===== src/rtl/dp_pkg.sv =====
// rtl/dp_pkg.sv - shared state encoding and width helpers for the sequential dot product
package dp_pkg;

  typedef enum logic [1:0] {
    IDLE  = 2'd0,
    ACCUM = 2'd1,
    DONE  = 2'd2
  } state_t;

  // Wide enough that LEN full-scale products can never wrap.
  function automatic int acc_width(input int w, input int len);
    return 2 * w + $clog2(len);
  endfunction

  function automatic int cnt_width(input int len);
    return $clog2(len + 1);
  endfunction

endpackage


===== src/rtl/dp_mac.sv =====
// rtl/dp_mac.sv - registered multiply-accumulate stage, the only multiplier in the block
module dp_mac
  import dp_pkg::*;
#(
  parameter int W     = 8,
  parameter int ACC_W = 19
) (
  input  logic             clk,
  input  logic             rst_n,
  input  logic             clr,
  input  logic             en,
  input  logic             load,
  input  logic [W-1:0]     a,
  input  logic [W-1:0]     b,
  output logic [ACC_W-1:0] acc
);

  logic [2*W-1:0]   prod;
  logic [ACC_W-1:0] acc_q, acc_d;

  assign prod = {{W{1'b0}}, a} * {{W{1'b0}}, b};

  // Clear beats load beats accumulate.
  always_comb begin
    acc_d = acc_q;
    if (clr) begin
      acc_d = '0;
    end else if (en) begin
      if (load) begin
        acc_d = ACC_W'(prod);
      end else begin
        acc_d = acc_q + ACC_W'(prod);
      end
    end
  end

  always_ff @(posedge clk or negedge rst_n) begin
    if (!rst_n) begin
      acc_q <= '0;
    end else begin
      acc_q <= acc_d;
    end
  end

  assign acc = acc_q;

endmodule


===== src/rtl/dot_product_seq.sv =====
// rtl/dot_product_seq.sv - streams LEN element pairs through one MAC and returns their dot product
module dot_product_seq
  import dp_pkg::*;
#(
  parameter  int W     = 8,
  parameter  int LEN   = 8,
  localparam int ACC_W = acc_width(W, LEN)
) (
  input  logic             clk,
  input  logic             rst_n,
  input  logic             soft_clr,
  input  logic             in_valid,
  output logic             in_ready,
  input  logic [W-1:0]     in_a,
  input  logic [W-1:0]     in_b,
  output logic             out_valid,
  input  logic             out_ready,
  output logic [ACC_W-1:0] out_result,
  output logic             busy
);

  localparam int              CNT_W = cnt_width(LEN);
  localparam logic [CNT_W-1:0] LAST = CNT_W'(LEN - 1);

  state_t           state_q, state_d;
  logic [CNT_W-1:0] count_q, count_d;
  logic             accept;
  logic             mac_en, mac_load, mac_clr;

  // Gated by rst_n so the source sees no ready while reset is held.
  assign in_ready  = rst_n && (state_q != DONE);
  assign out_valid = (state_q == DONE);
  assign busy      = (state_q != IDLE);
  assign accept    = in_valid && in_ready;

  always_comb begin
    state_d  = state_q;
    count_d  = count_q;
    mac_en   = 1'b0;
    mac_load = 1'b0;
    mac_clr  = 1'b0;
    if (soft_clr) begin
      state_d = IDLE;
      count_d = '0;
      mac_clr = 1'b1;
    end else begin
      case (state_q)
        IDLE: begin
          if (accept) begin
            mac_en   = 1'b1;
            mac_load = 1'b1;
            count_d  = CNT_W'(1);
            state_d  = (LEN == 1) ? DONE : ACCUM;
          end
        end
        ACCUM: begin
          if (accept) begin
            mac_en  = 1'b1;
            count_d = count_q + CNT_W'(1);
            if (count_q == LAST) state_d = DONE;
          end
        end
        DONE: begin
          if (out_ready) begin
            state_d = IDLE;
            count_d = '0;
            mac_clr = 1'b1;
          end
        end
        default: state_d = IDLE;
      endcase
    end
  end

  always_ff @(posedge clk or negedge rst_n) begin
    if (!rst_n) begin
      state_q <= IDLE;
      count_q <= '0;
    end else begin
      state_q <= state_d;
      count_q <= count_d;
    end
  end

  dp_mac #(
    .W     (W),
    .ACC_W (ACC_W)
  ) u_mac (
    .clk   (clk),
    .rst_n (rst_n),
    .clr   (mac_clr),
    .en    (mac_en),
    .load  (mac_load),
    .a     (in_a),
    .b     (in_b),
    .acc   (out_result)
  );

endmodule

===== config.mk =====
export PLATFORM = sky130hd
export DESIGN_NAME = dot_product_seq
export DESIGN_NICKNAME = d
export VERILOG_FILES = /design/src/rtl/dp_pkg.sv /design/src/rtl/dp_mac.sv /design/src/rtl/dot_product_seq.sv
export SDC_FILE = /design/constraint.sdc
export NUM_CORES = 1
export LEC_CHECK = 0
export BUFFER_PORTS_ARGS = -buffer_cell sky130_fd_sc_hd__buf_4
export CAP_MARGIN = 20
export CELL_PAD_IN_SITES_DETAIL_PLACEMENT = 1
export CELL_PAD_IN_SITES_GLOBAL_PLACEMENT = 1
export CORE_MARGIN = 5
export CORE_UTILIZATION = 47
export DETAILED_ROUTE_END_ITERATION = 8
export GPL_ROUTABILITY_DRIVEN = 1
export GPL_TIMING_DRIVEN = 0
export PLACE_DENSITY_LB_ADDON = 0.3
export RECOVER_POWER = 100
export SLEW_MARGIN = 0
export SYNTH_ARGS = -nofsm -noshare
export SYNTH_HDL_FRONTEND = slang
export SYNTH_SLANG_ARGS = --single-unit

===== constraint.sdc =====
create_clock -name clk -period 2.3 [get_ports clk]
set_input_delay 0.115 -clock clk [delete_from_list [all_inputs] [get_ports clk]]
set_output_delay 0.115 -clock clk [all_outputs]
set_load 0.02 [all_outputs]

=== Word-level counts from Yosys, hierarchy flattened ===
Cells that the tools add are included.

* Register bits: 25
* Input bits: 21

* Reductions and logical operators: 9
* Multiplexer cells: 22
* $mul: 1
* Eq/ne operators: 8
* $add $sub $neg: 2

{| class="wikitable"
|+ Operator list
! cell !! number
|-
| $mux W19 || 3
|-
| $add A19 B16 Y19 || 1
|-
| $mul A8 B8 Y16 || 1
|-
| $mux W4 || 4
|-
| $pmux W4 S3 || 1
|-
| $mux W2 || 5
|-
| $ne A3 B3 Y1 const B || 3
|-
| $mux W1 || 8
|-
| $reduce_and A4 Y1 || 2
|-
| $pmux W2 S3 || 1
|-
| $add A4 B1 Y4 const B || 1
|-
| $eq A4 B3 Y1 const B || 1
|-
| $reduce_bool A2 Y1 || 2
|-
| $reduce_bool A4 Y1 || 1
|-
| $ne A3 B2 Y1 const B || 1
|-
| $eq A2 B1 Y1 const B || 1
|-
| $eq A2 B2 Y1 const B || 1
|-
| $logic_and A1 B1 Y1 || 2
|-
| $logic_not A2 Y1 || 1
|-
| $ne A2 B2 Y1 const B || 1
|-
| $reduce_or A2 Y1 || 1
|}

=== Logic depth before layout (Yosys ltp) ===
Gate-level depths: netlist (run 1).

* Depth in word-level cells: 9
* Depth in mapped cells: 23
* Depth with buffers taken out: 23

=== Modules after synthesis ===
From an unflattened synthesis (run 1), not the netlist that was laid out.

* Cells, all modules: 520
* Area, all modules: 4,386.7 µm²

{| class="wikitable"
|+ By module, submodules not included
! module !! cells each !! area an instance (µm²) !! times used !! sequential area each (µm²)
|-
| dp_mac || 467 || 3,918.8 || 1 || 475.5
|-
| dot_product_seq || 53 || 467.9 || 1 || 150.1
|}

=== Least setup slack after synthesis (run 1) ===
No wires, ideal clock.

* Path kind: input to register
* From: in in_a[1]
* To: reg u_mac.acc_q[16], in the netlist u_mac.acc[16]
* Stages: 21
* Arrival time: 4,952 ps
* Path slack: -2,729 ps
* Buffers on the path: 0
* Path through: and2_1 fa_1 fa_1 fa_1 inv_1 fa_1 inv_1 ha_1 o21ai_0 inv_1 o221a_2 nor2_4 o21ai_1 xor2_1 ha_1 nand2_1 o21ai_0 a21o_1 a221oi_2 or3_1 o21ai_1

* Cells in the longest elaborated chain, start to end: 5

{| class="wikitable"
|+ RTL lines
! element !! line !! RTL
|-
| start: declaration || dot_product_seq.sv:14 || <nowiki>input logic [W-1:0] in_a,</nowiki>
|-
| $mul A8 B8 Y16 || dp_mac.sv:21 || <nowiki>assign prod = {{W{1'b0}}, a} * {{W{1'b0}}, b};</nowiki>
|-
| $add A19 B16 Y19 || dp_mac.sv:32 || <nowiki>acc_d = acc_q + ACC_W'(prod);</nowiki>
|-
| $mux W19 || dp_mac.sv:29 || <nowiki>if (load) begin</nowiki>
|-
| $mux W19 || dp_mac.sv:28 || <nowiki>end else if (en) begin</nowiki>
|-
| $mux W19 || dp_mac.sv:26 || <nowiki>if (clr) begin</nowiki>
|-
| end signal: assignment || dp_mac.sv:39 || <nowiki>acc_q <= '0;</nowiki>
|-
| end signal: assignment || dp_mac.sv:41 || <nowiki>acc_q <= acc_d;</nowiki>
|-
| end: declaration || dp_mac.sv:19 || <nowiki>logic [ACC_W-1:0] acc_q, acc_d;</nowiki>
|}

Every way passes these cells. The select of a mux whose other input is x is not followed.
A chain may end at the register's enable or synchronous reset.

=== Worst setup path after layout (run 1) ===
* From: in in_a[4]
* To: reg u_mac.acc_q[18], in the netlist u_mac.acc[18]

Same word-level chain as after synthesis.

==> key figures, run 1 <==
Pwr
  – Worst VDD drop: 0.00131 V
  – Clock share of power: 0.030
  – P_sw: slightly above 5 mW
  – Gate power share: 0.898
  – PwrDens: 1620 nW/um2
  – Lkg Pwr: around 2.8 nW
  – Switching Share: 0.518
  – Flop pwr share: 0.072
  – Int Power: roughly 4.7 mW

Layout
  – # diodes: 0
  – Area growth from synthesis to layout: 45.0%
  – Layout cells sized above 1: 0.391
  – Fin util: 0.699
  – Cell area after layout: just over 6000 um2
  – Nets: just under 700

Synth
  – Synth Flop Type: dfrtp_1
  – Post-synth EDFFs: 0
  – Yosys warns: 0
  – Fraction of registers with async set/reset: 1.00
  – FF+latch count, synth: 25
  – Syn Nets: between 500 and 600
  – Fraction of the yosys area taken by sequential cells: 0.150
  – Syn Inst Count: roughly 480
  – Post-synthesis cell type count: 54
  – Netlist Area Pre-Place: 4180 um2
  – Syn_area_per_cell: 8.73 um2

Die
  – Num ports: between 40 and 50
  – Die Y: ~100 um
  – Row cnt: 34
  – Die ar.: 10900 um2
  – Core area: roughly 8700 um2
  – DIE WIDTH: 104 um
  – Starting density of the core: 0.482

Timing
  – Worst Max-Slew Pin Slew: between 1.5 and 2 ns
  – Unrepaired setup endpoints after global routing: true
  – Final TNS setup: -33.98 ns
  – Min cycle time layout: approximately 5.3 ns
  – Final setup viols: 16
  – Hold violation total from the final report: 0
  – Rel. slew slack: -0.00891
  – Setup slack after layout: -3.00 ns
  – Clock Skew: between 0.009 and 0.01 ns
  – Final worst-path cycle share: 2.30
  – Highest clock rate: around 0.19 GHz
  – Final slew viol count: 26

Routing
  – Antenna Nets Post-Route: 0
  – Via count: roughly 4400
  – DR WL/cell: between 20 and 30 um
  – DRC: 0
  – Total wire length: approximately 19000 um
  – First-pass DRT Iterations: 5
  – Initial DRC Count: around 200
  – Via/cell ratio: 6.42

Place
  – Final RePlAce weighted congestion: ~0.87
  – # port buffers: 41
  – Post-DP HPWL: around 9400 um
  – Post-DP Area: between 4000 and 5000 um2

CTS
  – TritonCTS buffer count: 3
  – Later-pin clock latency in the skew report: 0.30 ns
  – Clock Path Buffers: 2
  – Clock root cell: clkbuf_8
  – Clock Sink Count: 25
  – CTS tree: done
  – Reg clk slew, reported paths: around 0.1 ns
  – H-tree Lvls: 1

Setup path
  – Slowest stage delay, CP: approximately 0.56 ns
  – Worst reg2reg setup slack: -0.42 ns
  – Worst EP arrival: approximately 5.5 ns
  – Worst R2R End: u_mac.acc[18]
  – Critical Path Most Common Cell: fa_1
  – Critical Path RT: ~2.5 ns
  – Cell family with most CP delay: adder cells
  – Slowest CP cell: fa_1
  – CP Max Fanout: 8
  – Critical path, cell by cell: buf_12, and2_4, fa_1, fa_1, fa_1, inv_1, fa_1, inv_1, ha_4, or3_4, o221a_4, nor2_4, o21ai_2, xor2_1, ha_2, nand4_1, o21ba_4, o21ai_2, or3_1, o21ai_1
  – Reg2reg path depth: 9
  – WP buf/inv: 3
  – Critical Path Sink Type: flip-flop
  – Setup CP Type: in -> reg
  – Worst R2R Start: state_q[0]
  – Startpoint Class: primary input

GRT
  – Total GRT Usage: 0.250
  – Vias in the first global route: between 4000 and 5000
  – Largest net degree at the start of global routing: 26
  – Total congestion overflow: 0
  – Initial antenna violation count: 0
  – First-pass GRT wire length: around 22000 um

Min path
  – Hold endpoint: count_q[0]
  – Worst Hold Launch: out_ready
  – Hold/Removal Path Class: in -> reg
  – Depth of the worst hold-timing path: 4

Status
  – Outcome: complete, but fails checks
  – Violated checks: max-capacitance violations, max-slew violations, negative setup slack

Flow run
  – MaxCap Viol Count: 1
timing repair:
action | CTS | global route
resized for setup | 75 | 92
gates cloned | 0 | 0
hold buffers | 2 | 0
hold endpoints to repair | 25 | 0
setup buffers | 30 | 20
pin swaps | 76 | 69
endpoints found under the setup margin | 18 | 20
cell usage after synthesis (3+ instances only):
master / instances / share of area
xnor2_1: 11 / 0.023
dfrtp_1: 25 / 0.15
and2_1: 55 / 0.082
o211ai_1: 3 / 0.0054
a21o_1: 12 / 0.022
nand3_1: 9 / 0.011
nor3_1: 5 / 0.0060
o21a_1: 3 / 0.0054
a221oi_2: 3 / 0.011
a221o_1: 3 / 0.0072
a21oi_1: 23 / 0.028
clkbuf_1: 4 / 0.0036
nand3b_1: 3 / 0.0054
o21ai_0: 25 / 0.030
a22oi_1: 6 / 0.011
or3_1: 5 / 0.0075
o21ai_1: 3 / 0.0036
inv_1: 68 / 0.061
a31oi_1: 6 / 0.0090
fa_1: 37 / 0.18
xor2_1: 10 / 0.021
ha_1: 58 / 0.17
nor2_1: 17 / 0.015
a211oi_1: 4 / 0.0072
nand2_1: 38 / 0.034
nand2b_1: 3 / 0.0045
o31ai_1: 3 / 0.0054
layout by cell type (no fill, tap or decap), types with 10 or more instances in the layout:
cell type  instances
a21oi_1           12
nand2_1           28
ha_4              20
inv_2             11
and2_1            36
clkbuf_1          10
buf_4             56
inv_1             57
a21o_1            12
fa_1              33
buf_6             17
nor2_1            15
dfrtp_1           25
and2_4            19
ha_1              35
power groups by stage:
stage	Sequential [mW]	Clock (mW)	Combinational, mW
after floorplan	0.757	0	3.57
after global placement	0.667	0	4.55
after detailed placement	0.676	0	4.76
after CTS	0.686	0.291	6.38
after global routing	0.720	0.311	9.09
final	0.708	0.296	8.82
worst max-delay path by stage:
stage | startpoint | depth (start not counted) | end
after floorplan | in_a[3] | 20 | u_mac.acc[15]
after global placement | in_a[3] | 21 | u_mac.acc[15]
after detailed placement | in_a[3] | 21 | u_mac.acc[15]
after CTS | in_b[4] | 24 | u_mac.acc[17]
after global routing | in_a[4] | 21 | u_mac.acc[18]
final | in_a[4] | 20 | u_mac.acc[18]
sequential cells by signal, summed over array words and instances, names as in the netlist:
signal,flops
u_mac.acc,19
state_q,2
count_q,4
worst register-to-register path, delay by kind of cell (launching register included):
| kind | cells | cell delay [ns] |
|---|---|---|
| AO/OA/AOI/OAI | 2 | 0.34 |
| adder cells (fa/ha/maj) | 1 | 0.27 |
| buffers and inverters | 1 | 0.09 |
| flip-flops | 1 | 0.44 |
| AND/OR/NAND/NOR | 5 | 1.52 |
layout make-up:
| type | count | area, um2 |
|---|---|---|
| repair buffers | 92 | 848 |
| multi-input cells | 381 | 4140 |
| clock buffers | 4 | 45.0 |
| fillers | 919 | 2610 |
| inverters | 68 | 255 |
| plain buffers | 3 | 12.5 |
| flip-flops and latches | 25 | 626 |
| well taps | 108 | 135 |
kinds of logic (layout without fill, tap and decap cells):
family | Yosys count | in the layout | share of synthesized area
AO/OA/AOI/OAI | 114 | 114 | 0.192
XOR/XNOR | 21 | 21 | 0.0440
adder cells (fa/ha/maj) | 95 | 95 | 0.351
buffers and inverters | 73 | 167 | 0.0658
flip-flops | 25 | 25 | 0.150
multiplexers | 4 | 4 | 0.0102
AND/OR/NAND/NOR | 147 | 147 | 0.188
routing by layer:
layer,global-route usage,routed length (um)
met5,0,0
met4,0.0879,1160
met3,0.0310,1060
met2,0.482,9880
met1,0.275,6760
per-stage QoR:
| stage | instances | total power, mW | worst slack [ns] | hold WS [ns] |
|---|---|---|---|---|
| after floorplan | 479 | 4.33 | -2.54 | -0.181 |
| after global placement | 628 | 5.21 | -3.08 | 0.0538 |
| after detailed placement | 628 | 5.43 | -3.15 | 0.0560 |
| after CTS | 664 | 7.36 | -2.62 | 0.271 |
| after global routing | 681 | 10.1 | -3.08 | 0.286 |
| final | 681 | 9.83 | -3.00 | 0.263 |
(Power assumes the default switching activity.)
==> run 2, diff against run 1 <==
SYNTH_HIERARCHICAL = 1   (was unset)
==> run 2 against run 1 <==
The flow still finishes with violations (max-capacitance violations, max-slew violations, negative setup slack). Cell area increased by 0.64%. Die area grew 4.4%. Non-clock buffer count is 6 higher. Utilization is 3.2 points lower. Critical endpoint is now u_mac/acc[15]. Final cell count is 6.0% higher. Highest routed layer unchanged. Clock power about the same. Register-to-register slack got worse by 0.21 ns. Combinational power is 4.4% lower. Critical path depth up 2. Power decreased by 5.2%.
==> key figures, run 2 <==
Status
  – Outcome: complete, but fails checks
  – Violated checks: max-capacitance violations, max-slew violations, negative setup slack

Timing
  – Final setup viols: 19 (+3)
  – Hold violation total from the final report: 0 (unchanged)
  – Rel. slew slack: -0.0667 (-0.0578)
  – Final slew viol count: 26 (unchanged)
  – Min cycle time layout: 5.36 ns (+0.0580 ns)
  – Setup slack after layout: -3.06 ns (-0.0580 ns)
  – Final worst-path cycle share: 2.33 (+0.0252)
  – Clock Skew: 0.00333 ns (-0.00605 ns)
  – Highest clock rate: 0.187 GHz (-1.1%)
  – Worst Max-Slew Pin Slew: 1.60 ns (+0.0867 ns)
  – Unrepaired setup endpoints after global routing: true

Place
  – # port buffers: 42 (+2.4%)
  – Post-DP HPWL: 9820 um (+5.0%)
  – Post-DP Area: 5150 um2 (+6.4%)
  – Final RePlAce weighted congestion: 0.883 (+1.8%)

Routing
  – First-pass DRT Iterations: 4 (-1)
  – Via count: 4534 (+3.8%)
  – Total wire length: 18700 um (-0.97%)
  – Via/cell ratio: 6.28 (-2.1%)
  – DRC: 0 (unchanged)
  – DR WL/cell: 25.9 um (-6.6%)
  – Antenna Nets Post-Route: 0 (unchanged)
  – Initial DRC Count: 315 (+57%)

Min path
  – Hold/Removal Path Class: in -> reg
  – Depth of the worst hold-timing path: 2 (-2)

Setup path
  – Slowest stage delay, CP: 0.57 ns (about the same)
  – Critical Path Most Common Cell: fa_1
  – Critical path, cell by cell: buf_4, and2_1, fa_1, fa_1, fa_1, inv_1, fa_1, inv_2, ha_4, o21a_1, nand2_2, a21oi_2, xor2_2, ha_1, buf_6, a21oi_2, nor2b_1, o21a_1, o41ai_4, and4b_1, a2111oi_2, a211oi_1
  – Critical Path RT: 2.47 ns (-0.04 ns)
  – Startpoint Class: primary input
  – CP Max Fanout: 9 (+1)
  – WP buf/inv: 4 (+1)
  – Setup CP Type: in -> reg
  – CP Depth: 22 (+10%)
  – Crit. Startpoint: in_b[4]
  – Critical Path Sink Type: flip-flop
  – Critical Path End: u_mac/acc[15]
  – Slowest CP cell: fa_1
  – Reg2reg path depth: 8 (-1)
  – Worst R2R End: u_mac/acc[18]
  – Worst R2R Start: state_q[0]
  – Worst EP arrival: 5.53 ns (+0.02 ns)
  – Cell family with most CP delay: adder cells
  – Worst reg2reg setup slack: -0.63 ns (-0.21 ns)

Synth
  – Post-synthesis cell type count: 57 (+5.6%)
  – List of most frequent post-synthesis cells: inv_1 (64), ha_1 (58), and2_1 (56)
  – Cell taking the most area after synthesis: fa_1
  – Syn Nets: 636 (+6.9%)
  – Syn Inst Count: 520 (+8.6%)
  – Fraction of the yosys area taken by sequential cells: 0.143 (-0.00695)
  – Fraction of registers with async set/reset: 1.00 (unchanged)
  – Largest cells by area after synthesis: fa_1 (17%), ha_1 (17%), dfrtp_1 (14%)
  – Synth Flop Type: dfrtp_1
  – Syn_area_per_cell: 8.44 um2 (-3.4%)
  – Count leader, synth: inv_1
  – Yosys top cell area share: 0.169 (-0.00823)
  – Netlist Area Pre-Place: 4390 um2 (+4.9%)
  – Post-synth EDFFs: 0 (unchanged)
  – Yosys warns: 6 (+6)
  – FF+latch count, synth: 25 (unchanged)

Layout
  – # diodes: 0 (unchanged)
  – Nets: 728 (+5.5%)
  – Most frequent cells in the layout: inv_1 (52), buf_4 (45), and2_1 (42)
  – Fillers: 996 (+8.4%)
  – Layout cells sized above 1: 0.336 (-0.0554)
  – Max reg flops: 19 (unchanged)
  – Fin util: 0.667 (-0.0320)
  – Area growth from synthesis to layout: 39.1%
  – Cell area after layout: 6100 um2 (+0.64%)
  – Commonest non-fill, non-tap cell in the layout: inv_1

Die
  – Core area: 9150 um2 (+5.5%)
  – Die Y: 107 um (+2.2%)
  – Num ports: 43 (unchanged)
  – DIE WIDTH: 107 um (+2.2%)
  – Starting density of the core: 0.479 (-0.00269)
  – Die ar.: 11400 um2 (+4.4%)
  – Row cnt: 35 (+2.9%)

Flow run
  – MaxCap Viol Count: 1 (unchanged)

GRT
  – Total congestion overflow: 0 (unchanged)
  – Total GRT Usage: 0.251 (+0.00160)
  – Largest net degree at the start of global routing: 26 (unchanged)
  – Vias in the first global route: 4672 (+2.7%)
  – First-pass GRT wire length: 23100 um (+3.0%)
  – Initial antenna violation count: 0 (unchanged)

CTS
  – Clock root cell: clkbuf_8
  – TritonCTS buffer count: 3 (unchanged)
  – H-tree Lvls: 1 (unchanged)
  – Later-pin clock latency in the skew report: 0.28 ns (-0.02 ns)
  – Clock Sink Count: 25 (unchanged)
  – CTS tree: done
  – Reg clk slew, reported paths: 0.10 ns (about the same)
  – Clock Path Buffers: 2 (unchanged)

Pwr
  – Overall power: 9.31 mW (-5.2%)
  – PwrDens: 1530 nW/um2 (-5.8%)
  – Worst VDD drop: 0.000873 V (-33%)
  – Lkg Pwr: 2.76 nW (-0.81%)
## run 2: timing repair
| item | CTS | global route |
|---|---|---|
| gates cloned | 0 | 0 |
| endpoints found under the setup margin | 19 | 19 |
| hold buffers | 2 | 0 |
| setup buffers | 21 | 26 |
| resized for setup | 55 | 80 |
| pin swaps | 33 | 34 |
| endpoints found under the hold margin | 25 | 0 |
## run 2: kinds of logic (layout without fill, tap and decap cells)
logic type                 after synthesis  in the layout  synth area share
buffers and inverters                   78            169            0.0676
AOI/OAI and AO/OA                      111            111             0.179
xor gates and xnor gates                21             21            0.0419
muxes                                    7              7            0.0163
DFF                                     25             25             0.143
and+or+nand+nor                        183            183             0.219
adders and majority gates               95             95             0.334
## run 2: metrics by stage
stage	TNS (ns)	setup slack (ns)	hold WS, ns	std cells
finish	-34.74	-3.06	0.0708	722
global route	-36.92	-3.22	0.0824	722
CTS	-30.61	-2.71	0.0772	697
detailed placement	-38.36	-3.20	0.0662	673
global placement	-36.66	-3.10	0.0630	673
floorplan	-28.24	-2.55	-0.181	520
## run 2: cell type report
| cell class | instances | area, um2 | share of cell area |
|---|---|---|---|
| clock buffer | 3 | 41.3 | 0.00677 |
| clock inverter | 1 | 5.00 | 0.000820 |
| buffer | 10 | 77.6 | 0.0127 |
| sequential | 25 | 626 | 0.103 |
| timing repair buffer | 91 | 721 | 0.118 |
| multi-input combinational | 417 | 4250 | 0.697 |
| inverter | 64 | 240 | 0.0394 |
| tap | 111 | 139 | 0.0228 |
## run 2: worst min path at each step
stage,from,to
floorplan,rst_n,count_q[0]
global route,soft_clr,count_q[0]
finish,soft_clr,count_q[0]
detailed placement,rst_n,u_mac/acc[17]
CTS,soft_clr,count_q[0]
global placement,rst_n,u_mac/acc[17]
## run 2: routing by layer
metal / wire length [um] / track usage / share of wire / vias to the layer above
met5: 0 / 0 / 0 / -
li1: - / - / - / 1955
met4: 909 / 0.0658 / 0.049 / 0
met2: 10000 / 0.494 / 0.54 / 217
met3: 828 / 0.0265 / 0.044 / 87
met1: 6940 / 0.285 / 0.37 / 2275
## run 2: power breakdown
group          internal, mW  total [mW]  switching [mW]
clock                 0.122       0.295           0.172
sequential            0.501       0.591          0.0893
combinational          3.95        8.43            4.48
==> run 3, diff against run 2 <==
ABC_AREA = 1   (was unset)
CORE_UTILIZATION = 44   (was 47)
==> run 3 against run 2 <==
Routed wire length up 20%. Setup slack better by 0.62 ns. Critical path depth up 4. The flow still finishes with violations (max-capacitance violations, max-slew violations, negative setup slack). Utilization down 4.0 points. Sequential power up 3%. Worst hold slack better by 0.078 ns. Via count up 23%. Highest routed layer unchanged. Register-to-register slack better by 0.52 ns. Combinational power down 2%. Largest cell class unchanged. Global-route usage up 1.5 points. Sequential share of layout area down 1.0 points.
==> key figures, run 3 <==
Timing
  – WHS: 0.149 ns (+0.0783 ns)
  – Final slew viol count: 26 (unchanged)
  – Unrepaired setup endpoints after global routing: true
  – Hold violation total from the final report: 0 (unchanged)
  – Highest clock rate: 0.211 GHz (+13%)
  – Worst Max-Slew Pin Slew: 1.66 ns (+0.0647 ns)
  – Final TNS setup: -30.67 ns (+4.07 ns)
  – Final worst-path cycle share: 2.06 (-0.268)
  – Min cycle time layout: 4.74 ns (-0.616 ns)
  – Final setup viols: 17 (-2)
  – Rel. slew slack: -0.110 (-0.0432)
  – Clock Skew: 0.00744 ns (+0.00411 ns)
  – Setup slack after layout: -2.44 ns (+0.616 ns)

CTS
  – Later-pin clock latency in the skew report: 0.30 ns (+0.02 ns)
  – Clock root cell: clkbuf_8
  – Clock Sink Count: 25 (unchanged)
  – CTS tree: done
  – Clock Path Buffers: 2 (unchanged)
  – TritonCTS buffer count: 3 (unchanged)
  – Reg clk slew, reported paths: 0.10 ns (about the same)
  – H-tree Lvls: 1 (unchanged)

GRT
  – Total GRT Usage: 0.266 (+0.0149)
  – First-pass GRT wire length: 27900 um (+21%)
  – GRT met1 Usage: 0.307 (+0.0215)
  – Largest net degree at the start of global routing: 26 (unchanged)
  – Total congestion overflow: 0 (unchanged)
  – Grt met2 use: 0.509 (+0.0151)
  – Met3 usage: 0.0363 (+0.00983)
  – Vias in the first global route: 5714 (+22%)
  – Gr busiest metal: met2
  – Initial antenna violation count: 0 (unchanged)

Place
  – Post-DP HPWL: 12100 um (+23%)
  – Post-DP Area: 5800 um2 (+13%)
  – Final RePlAce weighted congestion: 0.884 (+0.12%)
  – # port buffers: 26 (-38%)
  – Post-Place Cells: 917 (+36%)
  – Pre-CTS setup slack: -2.49 ns (+0.703 ns)

Routing
  – Antenna Nets Post-Route: 0 (unchanged)
  – First-pass DRT Iterations: 5 (+1)
  – Via count: 5566 (+23%)
  – DR WL/cell: 23.3 um (-10%)
  – Via/cell ratio: 5.76 (-8.2%)
  – Initial DRC Count: 460 (+46%)
  – Total wire length: 22500 um (+20%)
  – DRC: 0 (unchanged)

Setup path
  – CP Max Fanout: 6 (-3)
  – Slowest CP cell: fa_1
  – Setup CP Type: in -> reg
  – Slowest stage delay, CP: 0.56 ns (about the same)
  – Worst reg2reg setup slack: -0.11 ns (+0.52 ns)
  – WP buf/inv: 7 (+3)
  – Startpoint Class: primary input
  – Worst EP arrival: 4.92 ns (-0.61 ns)
  – Critical Path Sink Type: flip-flop
  – Critical Path RT: 2.48 ns (about the same)
  – Cell family with most CP delay: adder cells

Layout
  – Most frequent cells in the layout: nand2_1 (191), inv_1 (150), buf_4 (46)
  – Nets: 943 (+30%)
  – Non-Filler Instances: 966 (+34%)
  – # diodes: 0 (unchanged)
  – Area growth from synthesis to layout: 39.9%
  – Max reg flops: 19 (unchanged)
  – Cell area after layout: 6790 um2 (+11%)
  – Commonest non-fill, non-tap cell in the layout: nand2_1
  – Layout cells sized above 1: 0.347 (+0.0119)

Synth
  – FF+latch count, synth: 25 (unchanged)
  – Fraction of registers with async set/reset: 1.00 (unchanged)
  – Fraction of the yosys area taken by sequential cells: 0.129 (-0.0137)
  – Count leader, synth: nand2_1
  – Yosys top cell area share: 0.185 (+0.0159)
  – Syn Inst Count: 751 (+44%)
  – Synth Flop Type: dfrtp_1
  – Cell taking the most area after synthesis: nand2_1
  – Post-synthesis cell type count: 38 (-33%)
  – List of most frequent post-synthesis cells: nand2_1 (239), inv_1 (185), ha_1 (58)
  – Post-synth EDFFs: 0 (unchanged)
  – Largest cells by area after synthesis: nand2_1 (18%), fa_1 (15%), ha_1 (15%)
  – Netlist Area Pre-Place: 4850 um2 (+11%)
  – Syn_area_per_cell: 6.46 um2 (-23%)
  – Yosys warns: 6 (unchanged)
  – Syn Nets: 867 (+36%)

Flow run
  – MaxCap Viol Count: 1 (unchanged)

Status
  – Outcome: complete, but fails checks
  – Violated checks: max-capacitance violations, max-slew violations, negative setup slack

Min path
  – Hold/Removal Path Class: in -> reg

Die
  – Die Y: 115 um (+7.9%)
  – Core area: 10800 um2 (+18%)
  – Row cnt: 38 (+8.6%)
  – Starting density of the core: 0.448 (-0.0315)
  – Die ar.: 13200 um2 (+16%)
  – DIE WIDTH: 115 um (+7.9%)
  – Num ports: 43 (unchanged)

Pwr
  – PwrDens: 1350 nW/um2 (-12%)
  – Worst VDD drop: 0.000665 V (-24%)
  – Lkg Pwr: 3.78 nW (+37%)
==> run 3: changes by cell type after synthesis, moves of 7 or more <==
| cell | change |
|---|---|
| xor2_1 | -8 |
| inv_1 | +121 |
| and2_1 | -50 |
| a21o_1 | -7 |
| nand2_2 | +14 |
| a211oi_1 | -9 |
| a21oi_1 | -7 |
| xnor2_1 | -8 |
| nand2_1 | +198 |
| nand2b_1 | -9 |
| nand3_1 | +41 |
==> run 3: stage by stage <==
| step | util | power [mW] |
|---|---|---|
| CTS | 0.582 | 7.11 |
| finish | 0.627 | 9.17 |
| detailed placement | 0.535 | 5.93 |
| floorplan | - | 4.84 |
| global route | 0.627 | 9.61 |
| global placement | 0.535 | 5.68 |
==> run 3: layout make-up <==
cell class              instances  area (um2)
inverters                     190         717
plain buffers                  19         317
repair buffers                 71         510
fillers                      1368        4050
well taps                     140         175
multi-input cells             517        4400
clock buffers                   4        45.0
flip-flops and latches         25         626
==> run 3: cells by family (layout without fill, tap and decap cells) <==
logic type | Yosys count | after routing | synth area share
compound gates | 46 | 46 | 0.0552
xor+xnor | 7 | 7 | 0.0157
fa+ha+maj | 95 | 95 | 0.302
buf+inv | 209 | 284 | 0.165
flops | 25 | 25 | 0.129
simple gates | 369 | 369 | 0.333
==> run 3: layer usage <==
| metal | wire, um | vias to the layer above |
|---|---|---|
| met1 | 8470 | 2809 |
| met3 | 1170 | 97 |
| met4 | 1350 | 0 |
| met2 | 11500 | 265 |
| met5 | 0 | - |
| li1 | - | 2395 |
==> run 3: repair_timing <==
item | in CTS | in global routing
hold endpoints to repair | 25 | 0
hold buffers | 2 | 0
cloned | 0 | 0
endpoints found under the setup margin | 19 | 19
resized for setup | 74 | 92
buffers inserted | 20 | 23
pin swaps | 50 | 66
==> run 3: worst reg2reg max path: cells and delay by family, from the launching register on <==
kind / cells / cell delay [ns]
and+or+nand+nor: 9 / 0.94
adders and majority gates: 2 / 0.70
buffers and inverters: 2 / 0.24
DFF: 1 / 0.40
==> run 3: final timing paths <==
path                            depth (start not counted)    startpoint             to
worst max-delay path                                   26       in_b[2]  u_mac/acc[15]
worst min-delay path                                    4      soft_clr     count_q[2]
worst max register to register                         13  u_mac/acc[0]  u_mac/acc[16]
worst min register to register                          2    count_q[1]     count_q[1]
max in group asynchronous                               3         rst_n  u_mac/acc[14]
min in group asynchronous                               3         rst_n   u_mac/acc[7]
==> run 3: power breakdown <==
group	leakage [nW]	switching, mW	internal (mW)	total (mW)
registers	0.344	0.101	0.508	0.609
clock network	0.0228	0.183	0.126	0.309
logic	3.42	4.78	3.47	8.25
